File: src/rtl/uart_pkg.sv
// Shared definitions for the parametrised UART receiver: parity modes, FSM
// encoding and the expected-parity helper.
package uart_pkg;

  localparam int PAR_NONE      = 0;
  localparam int PAR_EVEN      = 1;
  localparam int PAR_ODD       = 2;
  localparam int MAX_DATA_BITS = 9;

  typedef enum logic [2:0] {
    ST_IDLE      = 3'd0,
    ST_START     = 3'd1,
    ST_DATA      = 3'd2,
    ST_PARITY    = 3'd3,
    ST_STOP      = 3'd4,
    ST_WAIT_IDLE = 3'd5
  } state_t;

  // Zero-extending a narrower word does not change its XOR reduction.
  function automatic logic parity_bit(input logic [MAX_DATA_BITS-1:0] d, input int mode);
    return (mode == PAR_ODD) ? ~(^d) : (^d);
  endfunction

endpackage

File: src/rtl/uart_rx_sync.sv
// Rx pin synchroniser (flops preset to idle-high) plus, when UART_RX_MAJORITY_EN
// is defined, a 2-of-3 vote over the current and two previous synchronised samples.
module uart_rx_sync
  import uart_pkg::*;
(
  input  logic clk,
  input  logic rst,
  input  logic i_rx,
  output logic o_rx_s,
  output logic o_bit
);

  logic r_s1;
  logic r_s2;

  always_ff @(posedge clk or posedge rst) begin
    if (rst) begin
      r_s1 <= 1'b1;
      r_s2 <= 1'b1;
    end else begin
      r_s1 <= i_rx;
      r_s2 <= r_s1;
    end
  end

  assign o_rx_s = r_s2;

`ifdef UART_RX_MAJORITY_EN
  logic [1:0] r_hist;

  always_ff @(posedge clk or posedge rst) begin
    if (rst) begin
      r_hist <= 2'b11;
    end else begin
      r_hist <= {r_hist[0], r_s2};
    end
  end

  assign o_bit = (r_hist[1] & r_hist[0]) | (r_hist[1] & r_s2) | (r_hist[0] & r_s2);
`else
  assign o_bit = r_s2;
`endif

endmodule

File: src/rtl/uart_rx_param.sv
// Parametrised UART receiver with a one-deep valid/ready output register.
// Optional UART_RX_MAJORITY_EN: 2-of-3 bit voting, decisions one cycle later.
module uart_rx_param
  import uart_pkg::*;
#(
  parameter int DATA_BITS    = 8,
  parameter int CLKS_PER_BIT = 32,
  parameter int PARITY_MODE  = PAR_EVEN,
  parameter int STOP_BITS    = 1
) (
  input  logic                 clk,
  input  logic                 rst,
  input  logic                 rx,
  output logic [DATA_BITS-1:0] data_out,
  output logic                 data_valid,
  input  logic                 data_ready,
  output logic                 parity_err,
  output logic                 frame_err,
  output logic                 overrun,
  output logic                 busy
);

  localparam int CNT_W = $clog2(CLKS_PER_BIT);
  localparam int IDX_W = $clog2(DATA_BITS + 1);
`ifdef UART_RX_MAJORITY_EN
  localparam int START_PT = CLKS_PER_BIT / 2;
`else
  localparam int START_PT = CLKS_PER_BIT / 2 - 1;
`endif

  state_t               r_state;
  state_t               w_next;
  logic [CNT_W-1:0]     r_cnt;
  logic [IDX_W-1:0]     r_idx;
  logic [DATA_BITS-1:0] r_shift;
  logic                 r_perr;
  logic                 r_ferr;
  logic                 r_done;
  logic [DATA_BITS-1:0] r_data;
  logic                 r_valid;
  logic                 r_perr_q;
  logic                 r_ferr_q;
  logic                 r_ovr;

  logic w_rx_s;
  logic w_bit;
  logic w_tick_start;
  logic w_tick_bit;
  logic w_last_data;
  logic w_last_stop;
  logic w_shift_en;
  logic w_par_en;
  logic w_stop_en;

  uart_rx_sync u_sync (
    .clk    (clk),
    .rst    (rst),
    .i_rx   (rx),
    .o_rx_s (w_rx_s),
    .o_bit  (w_bit)
  );

  assign w_tick_start = (r_cnt == CNT_W'(START_PT));
  assign w_tick_bit   = (r_cnt == CNT_W'(CLKS_PER_BIT - 1));
  assign w_last_data  = (r_idx == IDX_W'(DATA_BITS - 1));
  assign w_last_stop  = (r_idx == IDX_W'(STOP_BITS - 1));

  always_ff @(posedge clk or posedge rst) begin
    if (rst) begin
      r_state <= ST_IDLE;
    end else begin
      r_state <= w_next;
    end
  end

  always_comb begin
    w_next = r_state;
    unique case (r_state)
      ST_IDLE:      if (!w_rx_s) w_next = ST_START;
      ST_START:     if (w_tick_start) w_next = w_bit ? ST_IDLE : ST_DATA;
      ST_DATA:      if (w_tick_bit && w_last_data)
                      w_next = (PARITY_MODE != PAR_NONE) ? ST_PARITY : ST_STOP;
      ST_PARITY:    if (w_tick_bit) w_next = ST_STOP;
      // A low final stop bit means a break or misframe: wait for the line to idle.
      ST_STOP:      if (w_tick_bit && w_last_stop) w_next = w_bit ? ST_IDLE : ST_WAIT_IDLE;
      ST_WAIT_IDLE: if (w_rx_s) w_next = ST_IDLE;
      default:      w_next = ST_IDLE;
    endcase
  end

  always_comb begin
    busy       = (r_state != ST_IDLE);
    w_shift_en = (r_state == ST_DATA)   && w_tick_bit;
    w_par_en   = (r_state == ST_PARITY) && w_tick_bit;
    w_stop_en  = (r_state == ST_STOP)   && w_tick_bit;
  end

  always_ff @(posedge clk or posedge rst) begin
    if (rst) begin
      r_cnt   <= '0;
      r_idx   <= '0;
      r_shift <= '0;
      r_perr  <= 1'b0;
      r_ferr  <= 1'b0;
      r_done  <= 1'b0;
    end else begin
      r_done <= w_stop_en && w_last_stop;
      unique case (r_state)
        ST_IDLE, ST_WAIT_IDLE: begin
          r_cnt <= '0;
          r_idx <= '0;
        end
        ST_START: begin
          r_cnt  <= w_tick_start ? '0 : r_cnt + 1'b1;
          r_perr <= 1'b0;
          r_ferr <= 1'b0;
        end
        default:  r_cnt <= w_tick_bit ? '0 : r_cnt + 1'b1;
      endcase
      if (w_shift_en) begin
        r_shift <= {w_bit, r_shift[DATA_BITS-1:1]};
        r_idx   <= w_last_data ? '0 : r_idx + 1'b1;
      end
      if (w_par_en) begin
        r_perr <= (w_bit != parity_bit(MAX_DATA_BITS'(r_shift), PARITY_MODE));
      end
      if (w_stop_en) begin
        r_idx <= r_idx + 1'b1;
        if (!w_bit) r_ferr <= 1'b1;
      end
    end
  end

  // Completion: load when empty or being drained this cycle, otherwise drop and flag.
  always_ff @(posedge clk or posedge rst) begin
    if (rst) begin
      r_data   <= '0;
      r_valid  <= 1'b0;
      r_perr_q <= 1'b0;
      r_ferr_q <= 1'b0;
      r_ovr    <= 1'b0;
    end else begin
      r_ovr <= 1'b0;
      if (r_done) begin
        if (!r_valid || data_ready) begin
          r_valid  <= 1'b1;
          r_data   <= r_shift;
          r_perr_q <= r_perr;
          r_ferr_q <= r_ferr;
        end else begin
          r_ovr <= 1'b1;
        end
      end else if (data_ready) begin
        r_valid <= 1'b0;
      end
    end
  end

  assign data_out   = r_data;
  assign data_valid = r_valid;
  assign parity_err = r_perr_q;
  assign frame_err  = r_ferr_q;
  assign overrun    = r_ovr;

endmodule

File: config.mk
export PLATFORM = sky130hd
export DESIGN_NAME = uart_rx_param
export DESIGN_NICKNAME = d
export VERILOG_FILES = /design/src/rtl/uart_pkg.sv /design/src/rtl/uart_rx_sync.sv /design/src/rtl/uart_rx_param.sv
export SDC_FILE = /design/constraint.sdc
export NUM_CORES = 1
export LEC_CHECK = 0
export BUFFER_PORTS_ARGS = -buffer_cell sky130_fd_sc_hd__buf_2
export CORE_MARGIN = 5
export CORE_UTILIZATION = 45
export CTS_CLUSTER_SIZE = 10
export DETAILED_ROUTE_END_ITERATION = 6
export PLACE_DENSITY = 0.62
export SLEW_MARGIN = 20
export SYNTH_ARGS = -nofsm -noshare
export SYNTH_HDL_FRONTEND = slang
export SYNTH_HIERARCHICAL = 1
export SYNTH_SLANG_ARGS = --single-unit
File: constraint.sdc
create_clock -name clk -period 2.6 [get_ports clk]
set_input_delay 0.52 -clock clk [delete_from_list [all_inputs] [get_ports clk]]
set_output_delay 0.52 -clock clk [all_outputs]
set_load 0.1 [all_outputs]
==> results.json <==
{
  "setup_viol": 0,
  "critPathLaunchType": "flip-flop",
  "synth_area_leaders": "dfrtp_1, mux2_2, ha_1",
  "fin_skew_ns": 0.004323,
  "cts.sinks": 37,
  "critical_path_required_ns": 2.78,
  "synthesis.nets": 167,
  "yosysMostFrequentCell": "dfrtp_1",
  "grt_max_degree": 36,
  "placed_cell_area_mm2": 0.001914,
  "boundaryPins": 17,
  "vias": 1141,
  "critPathMaxStageDelay_ns": 0.48,
  "cts_tree": "built",
  "postCtsResizedCells": 0,
  "yosysSeqAreaShare": 0.5164,
  "detail_route.vias_per_cell": 5.071,
  "p_seq_frac": 0.568,
  "postCtsHoldBufs": 0,
  "layout_min_cycle_time_ns": 2.206,
  "end_kind": "flip-flop",
  "diodes": 0,
  "ys_top_cells_by_count": "dfrtp_1, mux2_2, inv_1, nor2_1, nand2_1",
  "avgSynthCellArea_um2": 11.53,
  "async_flop_share": 1.000,
  "min_period_over_period": 0.8484,
  "tightest_slew_ns": 0.5109,
  "drtPass1Iterations": 4,
  "start_util": 0.4560,
  "crit_path_cell_trace": "ha_1 > and3_1 > ha_1 > nand4bb_1 > mux2_2",
  "rows": 23,
  "worst_path_most_repeated_cell": "ha_1",
  "synth_area_leader_cell": "dfrtp_1",
  "drive_gt1_frac": 0.2857,
  "cts_root_buffer": "clkbuf_8",
  "preCtsSetupSlack_ns": 0.3632,
  "insertion_delay_ns": 0.29,
  "final_cells": 225,
  "wirelength_um": 3052,
  "dp_hpwl_um": 2196,
  "maxCapViolCount": 0,
  "overflow": 0,
  "fin_nets": 185,
  "power_density_mw_per_mm2": 558.7,
  "gp_congestion": 0.7980,
  "grt_pass1_vias": 1187,
  "synth-seq-cells": 37,
  "power_frac_comb": 0.078,
  "wl_per_cell_um": 13.56,
  "synth_warnings": 6,
  "cts.clk_slew.worst_paths_ns": 0.08,
  "io_buffers": 16,
  "cts-buffers-inserted": 5,
  "power_switching_mw": 0.2817,
  "p_sw_frac": 0.2519,
  "cts_buffer_depth": 2,
  "cp.arrival_ns": 2.39,
  "synth-main-ff-cell": "dfrtp_1",
  "syn2layout_area_growth_pct": 11.34,
  "crit_fanout": 11,
  "worst_slack_ns": 0.3943,
  "die_x_um": 73.21,
  "dpl.cell_count": 217,
  "syn-cell-area_mm2": 0.001798,
  "synth_edf_count": 0,
  "internal-power_mw": 0.8368,
  "crit_slowest_cell": "nand4bb_1",
  "p_leak_nw": 1.014,
  "final_max_slew_viol_count": 0,
  "design_area_mm2": 0.002002,
  "status": "completed",
  "first_iter_violations": 66,
  "max_freq_ghz": 0.4534,
  "route.detailed.drc": 0,
  "path_class": "reg -> reg",
  "track_usage": 0.1338,
  "hold_path.class": "in -> async",
  "ant_nets": 0,
  "antenna_found_initial": 0,
  "grt_pass1_wl_um": 5471,
  "power_frac_clock": 0.354,
  "final.setup.tns_ns": 0,
  "die_h_um": 73.21,
  "core_area_mm2": 0.003943,
  "hold_viol": 0,
  "synthCells": 156,
  "synth_top_area_frac": 0.4871,
  "slew_headroom": 0.6575,
  "htreeDepth": 2,
  "rsz0062_at_grt": "false",
  "synth.distinct_cells": 36,
  "die_area_mm2": 0.005360,
  "post-cts-setup-buffers": 0,
  "ir_drop_uv": 335.2
}
flip-flops by register name, summed over array words and instances (netlist names), 3 cells and up:
| signal | count |
|---|---|
| r_shift | 8 |
| data_out | 8 |
| r_idx | 4 |
| r_cnt | 5 |
| r_state | 3 |
layer usage:
| layer | vias to the layer above | part of all wire | track usage |
|---|---|---|---|
| li1 | 563 | - | - |
| met1 | 558 | 0.48 | 0.1667 |
| met2 | 15 | 0.46 | 0.2056 |
| met3 | 5 | 0.039 | 0.04683 |
| met4 | 0 | 0.022 | 0.06557 |
| met5 | - | 0 | 0 |
layout make-up:
| class | instances | area (um2) |
|---|---|---|
| Multi-Input combinational cell | 101 | 787.0 |
| Fill cell | 344 | 1941 |
| Clock inverter | 2 | 15.01 |
| Inverter | 11 | 41.29 |
| Tap cell | 50 | 62.56 |
| Sequential cell | 37 | 928.4 |
| Clock buffer | 6 | 72.57 |
| Timing Repair Buffer | 18 | 95.09 |
layout by cell type, fill, tap and decap left out, types with 5 or more instances in the layout:
master,instances
buf_2,16
clkbuf_8,5
dfrtp_1,35
xnor2_1,5
inv_1,10
nor2_1,10
a21oi_1,6
mux2_2,20
o21ai_0,6
ha_1,7
nand2_1,9
path summary, 6_finish.rpt:
path,from,to,slack (ns),cells after the start
min in group clk,rx,u_sync/r_s1,0.32,1
worst max register to register,r_cnt[0],r_shift[3],0.39,5
worst min register to register,u_sync/r_s1,u_sync/o_bit,0.36,0
worst min-delay path,rst,u_sync/r_s1,0.25,2
max in group asynchronous,rst,overrun,1.96,3
worst max-delay path,r_cnt[0],r_shift[3],0.39,5
logic make-up after synthesis:
family | share of synthesized area
AND/OR/NAND/NOR | 0.1176
flip-flops | 0.5164
AO/OA/AOI/OAI | 0.08421
multiplexers | 0.1308
buffers and inverters | 0.04592
XOR/XNOR | 0.05636
adder cells (fa/ha/maj) | 0.04871
per-stage QoR:
| stage | hold WS, ns | utilization | power (mW) |
|---|---|---|---|
| after global routing | 0.2364 | 0.5078 | 1.181 |
| after detailed placement | 0.3479 | 0.4856 | 0.7357 |
| after global placement | 0.3464 | 0.4856 | 0.7289 |
| after CTS | 0.2408 | 0.5078 | 1.133 |
| after floorplan | 0.3452 | - | 0.7133 |
| final | 0.2499 | 0.5078 | 1.119 |
power groups by stage:
stage          clock (mW)  combinational (mW)  sequential, mW
2_1_floorplan           0              0.0782           0.635
3_3_place_gp            0              0.0852           0.644
3_5_place_dp            0              0.0887           0.647
4_1_cts             0.407              0.0901           0.636
5_1_grt             0.440               0.101           0.640
6_report            0.396              0.0874           0.635
critical path: cells and delay by family, from the launching register on:
kind | cells | cell delay (ns)
DFF | 1 | 0.38
and+or+nand+nor | 2 | 0.72
adders and majority gates | 2 | 0.55
muxes | 1 | 0.44
Note: power is estimated with default switching activity, not from simulation.
